**src/rtl/shift_pkg.sv**
```systemverilog
// Shared encodings for the shift-register sequencer: op codes, FSM states
// and the default datapath width.
package shift_pkg;

  localparam int DEF_WIDTH = 4;

  typedef enum logic [1:0] {
    OP_SISO = 2'd0,
    OP_PISO = 2'd1,
    OP_SIPO = 2'd2,
    OP_PIPO = 2'd3
  } op_e;

  typedef enum logic [2:0] {
    ST_IDLE  = 3'd0,
    ST_LOAD  = 3'd1,
    ST_SHIFT = 3'd2,
    ST_CAPT  = 3'd3,
    ST_DONE  = 3'd4
  } state_e;

  // The first active phase that follows a command acceptance.
  function automatic state_e first_state(op_e op);
    case (op)
      OP_PISO: first_state = ST_LOAD;
      OP_PIPO: first_state = ST_CAPT;
      default: first_state = ST_SHIFT;
    endcase
  endfunction

endpackage

```
**src/rtl/shift_seq_ctrl_if.sv**
```systemverilog
// Command handshake between the host side (master) and the sequencer (slave).
interface shift_seq_ctrl_if #(
  parameter int LEN_W = 3
);
  logic             cmd_valid;
  logic             cmd_ready;
  logic [1:0]       cmd_op;
  logic [LEN_W-1:0] cmd_len;

  modport master (output cmd_valid, output cmd_op, output cmd_len, input  cmd_ready);
  modport slave  (input  cmd_valid, input  cmd_op, input  cmd_len, output cmd_ready);
endinterface

```
**src/rtl/shift_cnt.sv**
```systemverilog
// Loadable down-counter for shift cycles; o_last flags the final shift.
module shift_cnt #(
  parameter int W = 3
) (
  input  logic         i_clk,
  input  logic         i_rst_n,
  input  logic         i_load,
  input  logic [W-1:0] i_val,
  input  logic         i_en,
  output logic         o_last
);
  logic [W-1:0] r_cnt;

  always_ff @(posedge i_clk or negedge i_rst_n) begin
    if (!i_rst_n)                  r_cnt <= '0;
    else if (i_load)               r_cnt <= i_val;
    else if (i_en && r_cnt != '0)  r_cnt <= r_cnt - W'(1);
  end

  assign o_last = (r_cnt == W'(1));
endmodule

```
**src/rtl/shift_seq_ctrl.sv**
```systemverilog
// Command-driven sequencer that times the load/shift/capture strobes of the
// shift-register datapath and reports completion or cancellation.
module shift_seq_ctrl
  import shift_pkg::*;
#(
  parameter int WIDTH = DEF_WIDTH,
  parameter int LEN_W = 3
) (
  input  logic              CLK,
  input  logic              RST,
  shift_seq_ctrl_if.slave   bus,
  input  logic              stall,
  input  logic              abort,
  output logic              sr_load,
  output logic              sr_shift,
  output logic              sr_cap,
  output logic              busy,
  output logic              done,
  output logic              aborted
);
  state_e           r_state;
  op_e              r_op;
  logic             r_ready;
  logic             r_aborted;

  logic             w_accept;
  logic             w_live;
  logic             w_cancel;
  logic             w_step;
  logic             w_last;
  logic [LEN_W-1:0] w_len;

  assign w_len    = (bus.cmd_len == '0) ? LEN_W'(WIDTH) : bus.cmd_len;
  assign w_accept = (r_state == ST_IDLE) && r_ready && bus.cmd_valid;
  assign w_live   = (r_state == ST_LOAD) || (r_state == ST_SHIFT) || (r_state == ST_CAPT);
  assign w_cancel = w_live && abort;
  assign w_step   = (r_state == ST_SHIFT) && !stall && !abort;

  shift_cnt #(.W(LEN_W)) u_cnt (
    .i_clk   (CLK),
    .i_rst_n (RST),
    .i_load  (w_accept),
    .i_val   (w_len),
    .i_en    (w_step),
    .o_last  (w_last)
  );

  // r_ready stays low through reset and comes up on the first clock after it.
  always_ff @(posedge CLK or negedge RST) begin
    if (!RST) begin
      r_state   <= ST_IDLE;
      r_op      <= OP_SISO;
      r_ready   <= 1'b0;
      r_aborted <= 1'b0;
    end else begin
      r_aborted <= 1'b0;
      if (w_cancel) begin
        r_state   <= ST_IDLE;
        r_ready   <= 1'b1;
        r_aborted <= 1'b1;
      end else begin
        case (r_state)
          ST_IDLE: begin
            if (w_accept) begin
              r_op    <= op_e'(bus.cmd_op);
              r_state <= first_state(op_e'(bus.cmd_op));
              r_ready <= 1'b0;
            end else begin
              r_ready <= 1'b1;
            end
          end
          ST_LOAD:  r_state <= ST_SHIFT;
          ST_SHIFT: begin
            if (!stall && w_last)
              r_state <= (r_op == OP_SIPO) ? ST_CAPT : ST_DONE;
          end
          ST_CAPT:  r_state <= ST_DONE;
          ST_DONE: begin
            r_state <= ST_IDLE;
            r_ready <= 1'b1;
          end
          default: begin
            r_state <= ST_IDLE;
            r_ready <= 1'b1;
          end
        endcase
      end
    end
  end

  assign bus.cmd_ready = r_ready;
  assign sr_load  = (r_state == ST_LOAD) && !abort;
  assign sr_shift = w_step;
  assign sr_cap   = (r_state == ST_CAPT) && !abort;
  assign busy     = (r_state != ST_IDLE);
  assign done     = (r_state == ST_DONE);
  assign aborted  = r_aborted;

endmodule

```
**src/flat_wrapper.sv**
```systemverilog
// flat-port wrapper written by rule: the top's interface ports become plain ports
module shift_seq_ctrl_flat import shift_pkg::*;
#(
  parameter int WIDTH = DEF_WIDTH,
  parameter int LEN_W = 3
)
  (CLK, RST, stall, abort, sr_load, sr_shift, sr_cap, busy, done, aborted, bus_cmd_valid, bus_cmd_op, bus_cmd_len, bus_cmd_ready);
  shift_seq_ctrl_if #(.LEN_W(LEN_W)) bus_i ();
  input  logic CLK;
  input  logic RST;
  input  logic stall;
  input  logic abort;
  output logic sr_load;
  output logic sr_shift;
  output logic sr_cap;
  output logic busy;
  output logic done;
  output logic aborted;
  input wire logic [$bits(bus_i.cmd_valid)-1:0] bus_cmd_valid;
  input wire logic [$bits(bus_i.cmd_op)-1:0] bus_cmd_op;
  input wire logic [$bits(bus_i.cmd_len)-1:0] bus_cmd_len;
  output wire logic [$bits(bus_i.cmd_ready)-1:0] bus_cmd_ready;
  assign bus_i.cmd_valid = bus_cmd_valid;
  assign bus_i.cmd_op = bus_cmd_op;
  assign bus_i.cmd_len = bus_cmd_len;
  assign bus_cmd_ready = bus_i.cmd_ready;
  shift_seq_ctrl #(.WIDTH(WIDTH), .LEN_W(LEN_W)) u_core (.CLK(CLK), .RST(RST), .bus(bus_i), .stall(stall), .abort(abort), .sr_load(sr_load), .sr_shift(sr_shift), .sr_cap(sr_cap), .busy(busy), .done(done), .aborted(aborted));
endmodule
```
**config.mk**
```make
export PLATFORM = sky130hd
export DESIGN_NAME = shift_seq_ctrl_flat
export DESIGN_NICKNAME = d
export VERILOG_FILES = /design/src/rtl/shift_pkg.sv /design/src/rtl/shift_seq_ctrl_if.sv /design/src/rtl/shift_cnt.sv /design/src/rtl/shift_seq_ctrl.sv /design/src/flat_wrapper.sv
export SDC_FILE = /design/constraint.sdc
export NUM_CORES = 1
export LEC_CHECK = 0
export ABC_AREA = 1
export CORE_MARGIN = 3
export CORE_UTILIZATION = 49
export CTS_BUF_LIST = sky130_fd_sc_hd__clkbuf_8
export DETAILED_ROUTE_END_ITERATION = 7
export GPL_TIMING_DRIVEN = 0
export PLACE_DENSITY = 0.8
export SLEW_MARGIN = 10
export SYNTH_ARGS = -nofsm -noshare
export SYNTH_HDL_FRONTEND = slang
export SYNTH_SLANG_ARGS = --single-unit
```
**constraint.sdc**
```tcl
create_clock -name CLK -period 1.7 [get_ports CLK]
set_clock_uncertainty 0.05 [all_clocks]
set_input_delay 0.17 -clock CLK [delete_from_list [all_inputs] [get_ports CLK]]
set_output_delay 0.17 -clock CLK [all_outputs]
set_load 0.01 [all_outputs]
```
Yosys cells after proc, flatten, opt, wreduce, memory -nomap -nowiden
Index checks and enable logic that the tools add are counted.

word-level totals
  bits in registers = 10
  input bits = 10
  word-level logic and storage cells = 52

cells by class
  add/subtract/negate cells = 1
  equal/unequal tests = 11
  muxes and demuxes = 13
  bitwise gates (word level) = 1
  reductions and logical operators = 21

operators with widths
  operator               number
  $mux W3                7
  $pmux W3 S4            1
  $logic_and A1 B1 Y1    9
  $eq A3 B1 Y1 const B   2
  $eq A3 B2 Y1 const B   2
  $logic_not A3 Y1       2
  $ne A3 B2 Y1 const B   2
  $reduce_bool A3 Y1     2
  $eq A2 B2 Y1 const B   2
  $pmux W2 S2            1
  $eq A3 B3 Y1 const B   1
  $mux W1                3
  $reduce_and A3 Y1      1
  $reduce_or A3 Y1       1
  $sub A3 B1 Y3 const B  1
  $eq A2 B1 Y1 const B   1
  $logic_not A1 Y1       2
  $logic_or A1 B1 Y1     2
  $ne A2 B1 Y1 const B   1
  $pmux W1 S2            1
  $reduce_and A2 Y1      1
  $reduce_bool A2 Y1     1
  $not A1 Y1             1

Logic depth before layout (Yosys ltp)
  depth after elaboration = 6
  gate-level depth with buffers = 8
  depth with buffers taken out = 8

Modules after synthesis
From an unflattened synthesis, not the netlist that was laid out.

second synthesis, totals
  cells, all modules = 86
  area total of the unflattened synthesis = 631.9 µm²

modules (own cells, without submodules)
  module          instances  cells an instance  area an instance (µm²)  seq. area each (µm²)
  shift_seq_ctrl  1          54                 401.6                   175.2
  shift_cnt       1          32                 230.2                   75.1

Worst setup path before layout
OpenSTA, ideal clock, no wires.

  kind = reg2reg
  from = reg u_core.u_cnt.r_cnt[0]
  to = reg u_core.u_cnt.r_cnt[2]
  setup time = 0.116 ns
  data arrival time = 1.061 ns
  required time = 1.534 ns
  setup slack = 0.473 ns
  cell stages (with the launch flop) = 9
  buffers on the path = 0
  cell sequence = dfrtp_1 -> inv_1 -> ha_1 -> ha_1 -> inv_1 -> nand2_1 -> o21ai_1 -> nand2_1 -> nand2_1

between the ends
  longest elaborated chain between the ends = 3
  elaborated cells on any way between the ends = 6
  classes of those cells = add/sub (1); mux (2); reduce/logical (3)

ends and longest elaborated chain
  what                                                        RTL line         text
  start, declared                                             shift_cnt.sv:12  logic [W-1:0] r_cnt;
  start signal, assigned                                      shift_cnt.sv:16  else if (i_load) r_cnt <= i_val;
  start signal, assigned                                      shift_cnt.sv:17  else if (i_en && r_cnt != '0) r_cnt <= r_cnt - W'(1);
  $sub A3 B1 Y3 / $reduce_bool A3 Y1 (equally long branches)  shift_cnt.sv:17
  $mux W3 / $logic_and A1 B1 Y1 (equally long branches)       shift_cnt.sv:17
  $mux W3 / $reduce_bool A2 Y1 (equally long branches)        --

Parallel ways exist; a longest one is shown, timed or not. The select of a mux whose other input is x is not followed.
A chain may end at the register's enable or synchronous reset.

Worst setup path in the final report
  from = reg u_core.r_state[0]
  to = out sr_shift

between the ends
  longest elaborated chain between the ends = 3

ends and longest elaborated chain
  what                              RTL line              text
  start, declared                   shift_seq_ctrl.sv:21  state_e r_state;
  start signal, assigned            shift_seq_ctrl.sv:66  r_state <= first_state(op_e'(bus.cmd_op));
  start signal, assigned            shift_seq_ctrl.sv:75  r_state <= (r_op == OP_SIPO) ? ST_CAPT : ST_DONE;
  $eq A3 B2 Y1                      shift_seq_ctrl.sv:37  assign w_step = (r_state == ST_SHIFT) && !stall && !abort;
  $logic_and A1 B1 Y1 (2 in a row)  shift_seq_ctrl.sv:37
  end, declared                     flat_wrapper.sv:14    output logic sr_shift;

No other way between the ends.

==> impl_metrics.yaml <==
grt:
  grt_overflow: 0
  grtUsageTotal_pct: 16.86
  grt_pass1_vias: 542
  grt_max_degree: 11
  antenna_found_initial: 0
  grt_pass1_wl_um: 2290
sta:
  finalSetupViolCount: 0
  fin_crit_ns: 1.553
  hold_viol: 0
  max_freq_mhz: 644.1
  worst_pin_slew_ns: 0.4446
  rsz0062_at_grt: "no"
  slew_viol_final: 0
  period_share_pct: 91.33
  fin_setup_tns_ns: 0
  timing.slew.headroom_pct: 70.27
setup_path:
  arrival_ns: 1.33
  r2r_setup_slack_ns: 0.39
  startpoint: "u_core.r_state[0]"
  startpoint_type: "flip-flop"
  r2r-start: "u_core.u_cnt.r_cnt[0]"
  endpoint_kind: "output pin"
  path_max_fanout: 5
  critPathRequiredTime_ns: 1.48
  critPathKind: "flip-flop to output pin"
status:
  status: "finished clean"
logic_synthesis:
  synth_top_family_by_area: "simple AND/OR/NAND/NOR gates"
  netlist_area_um2: 655.6
  ys_warn_count: 0
  async_flop_share_pct: 100.0
  yosys_register_bits: 10
  syn_inst: 89
  synthTopCellsByCount: "23 x nand2_1, 11 x inv_1, 11 x nor2_1"
  ys.flop_type: "dfrtp_1"
  ys_seq_area_share_pct: 38.17
  synth_top_area_cell: "dfrtp_1"
  synth_compound_area_share_pct: 4.580
  synth_fa_ha_area_share_pct: 5.725
  avgSynthCellArea_um2: 7.367
  synthSimpleGateAreaFrac_pct: 42.37
  synth_xor_area_share_pct: 0
  synth_nets: 102
  yosysMostFrequentCell: "nand2_1"
  synth-edff-count: 0
  synth.mux.area_fraction_pct: 0
  yosys-top-cells-area: "dfrtp_1 38%, nand2_1 13%, inv_1 6.3%"
  yosysUniqueCellTypes: 19
  synth_top_area_share_pct: 38.17
place:
  gp_congestion: 0.8530
  portBuffers: 16
  dp_hpwl_um: 1039
route:
  first_iter_violations: 14
  drc: 0
  routed_wl_um: 1282
  wire_per_inst_um: 10.51
  vias: 613
  ant_nets: 0
  firstDrtPassIters: 4
  vias_per_cell: 5.025
clocking:
  cts_tree: "built"
  clk_latency_ns: 0.23
  post_cts_buffers: 0
  clock_path_buffers: 2
  cts-root-buf: "clkbuf_8"
  htreeDepth: 1
  numCtsBuffers: 3
  clock_sinks: 10
  clk_pin_slew_worst_paths_ns: 0.05
finish:
  area.growth.synth_to_final_pct: 33.97
  drive_above_1_share_pct: 18.52
  antenna_cells: 0
  fill_cells: 101
  fin_nets: 123
floorplanning:
  io-pin-count: 17
  initial_core_util_pct: 55.27
  die_area_um2: 1813
  chipWidth_um: 42.58
  die_h_um: 42.58
  core_area_um2: 1186
  std_cell_rows: 12
pwr:
  cellLeakagePower_nw: 0.4984
  powerDensity_nw_per_um2: 1832
  power_mw: 1.609
  peakVddDrop_mv: 0.9540
worst_hold_path:
  min_path_type: "input port to async pin"
flow_run:
  cap_violations: 0
[layout make-up]
type | count | area (um2) | share of cell area, %
Buffer | 1 | 11.26 | 1.282
Clock buffer | 3 | 41.29 | 4.701
Inverter | 13 | 48.80 | 5.556
Multi-Input combinational cell | 65 | 345.3 | 39.32
Sequential cell | 10 | 252.7 | 28.77
Tap cell | 14 | 17.52 | 1.994
Timing Repair Buffer | 16 | 161.4 | 18.38
[what timing repair did]
item                                    CTS  global route
pin swaps                                 0             0
hold buffers                              0             0
resized for setup                         4             3
hold endpoints to repair                  0             0
endpoints found under the setup margin    3             2
[layer usage]
metal / wire (um) / share of wire, % / GRT usage, %
met1: 603 / 47 / 21.58
met2: 567 / 44 / 26.44
met3: 103 / 8.0 / 6.867
met4: 8 / 0.62 / 3.727
met5: 0 / 0 / 0
[critical path, stage by stage (launching register included)]
cell	delay [ns]
dfrtp_2	0.45
inv_2	0.11
nand3_1	0.11
nor3_1	0.13
dlygate4sd2_1	0.29
[layout by cell type (no fill, tap or decap)]
cell type / instances
nor2_2: 4
a21oi_1: 1
inv_1: 11
nor2_4: 1
nand2_1: 23
dlymetal6s2s_1: 2
ha_1: 3
nand3b_4: 1
inv_2: 2
nor3_1: 3
dlygate4sd2_1: 3
nor4_1: 1
dfrtp_1: 8
clkdlybuf4s50_1: 11
dfrtp_2: 2
nand2_2: 5
clkbuf_8: 3
buf_6: 1
nand4_1: 1
nand3_1: 5
nand3_2: 1
o21ai_1: 2
nor2_1: 11
o21ai_0: 3
[state kept, by name, indices dropped and copies added (netlist names)]
signal / cells
u_core.r_state: 3
u_core.u_cnt.r_cnt: 3
u_core.r_op: 2
u_core.bus.cmd_ready: 1
u_core.aborted: 1
[final timing paths]
| kind | to | cells past startpoint |
|---|---|---|
| hold reg to reg | u_core.r_op[1] | 2 |
| max in group asynchronous | u_core.r_state[0] | 1 |
| min in group CLK | u_core.r_op[1] | 2 |
| setup reg to reg | u_core.u_cnt.r_cnt[2] | 8 |
| hold / removal | u_core.bus.cmd_ready | 1 |
| setup / recovery | sr_shift | 4 |
[per-stage QoR]
stage          setup slack, ns  area, um2  hold slack (ns)  instances  utilization (%)
6_report                0.1474      878.3           0.2035        122            74.05
5_1_grt                0.05701      878.3           0.2228        122            74.05
4_1_cts                0.02239      872.1           0.2157        122            73.52
3_5_place_dp          0.008581      833.3           0.4278        119            70.25
3_3_place_gp           0.03055      833.3           0.4261        119            70.25
2_1_floorplan           0.4730      655.6          -0.1756         89                -
[report_power, final]
part           internal [mW]  leakage, nW  switching, mW  total [mW]
sequential             0.355        0.122         0.0989       0.454
combinational          0.391        0.355          0.523       0.914
clock                  0.155       0.0216         0.0862       0.241
[logic make-up after synthesis]
kind of cell / after synthesis
AOI/OAI and AO/OA: 6
adders and majority gates: 3
buffers and inverters: 14
DFF: 10
and+or+nand+nor: 56
Power figures use the tool's default switching activity.
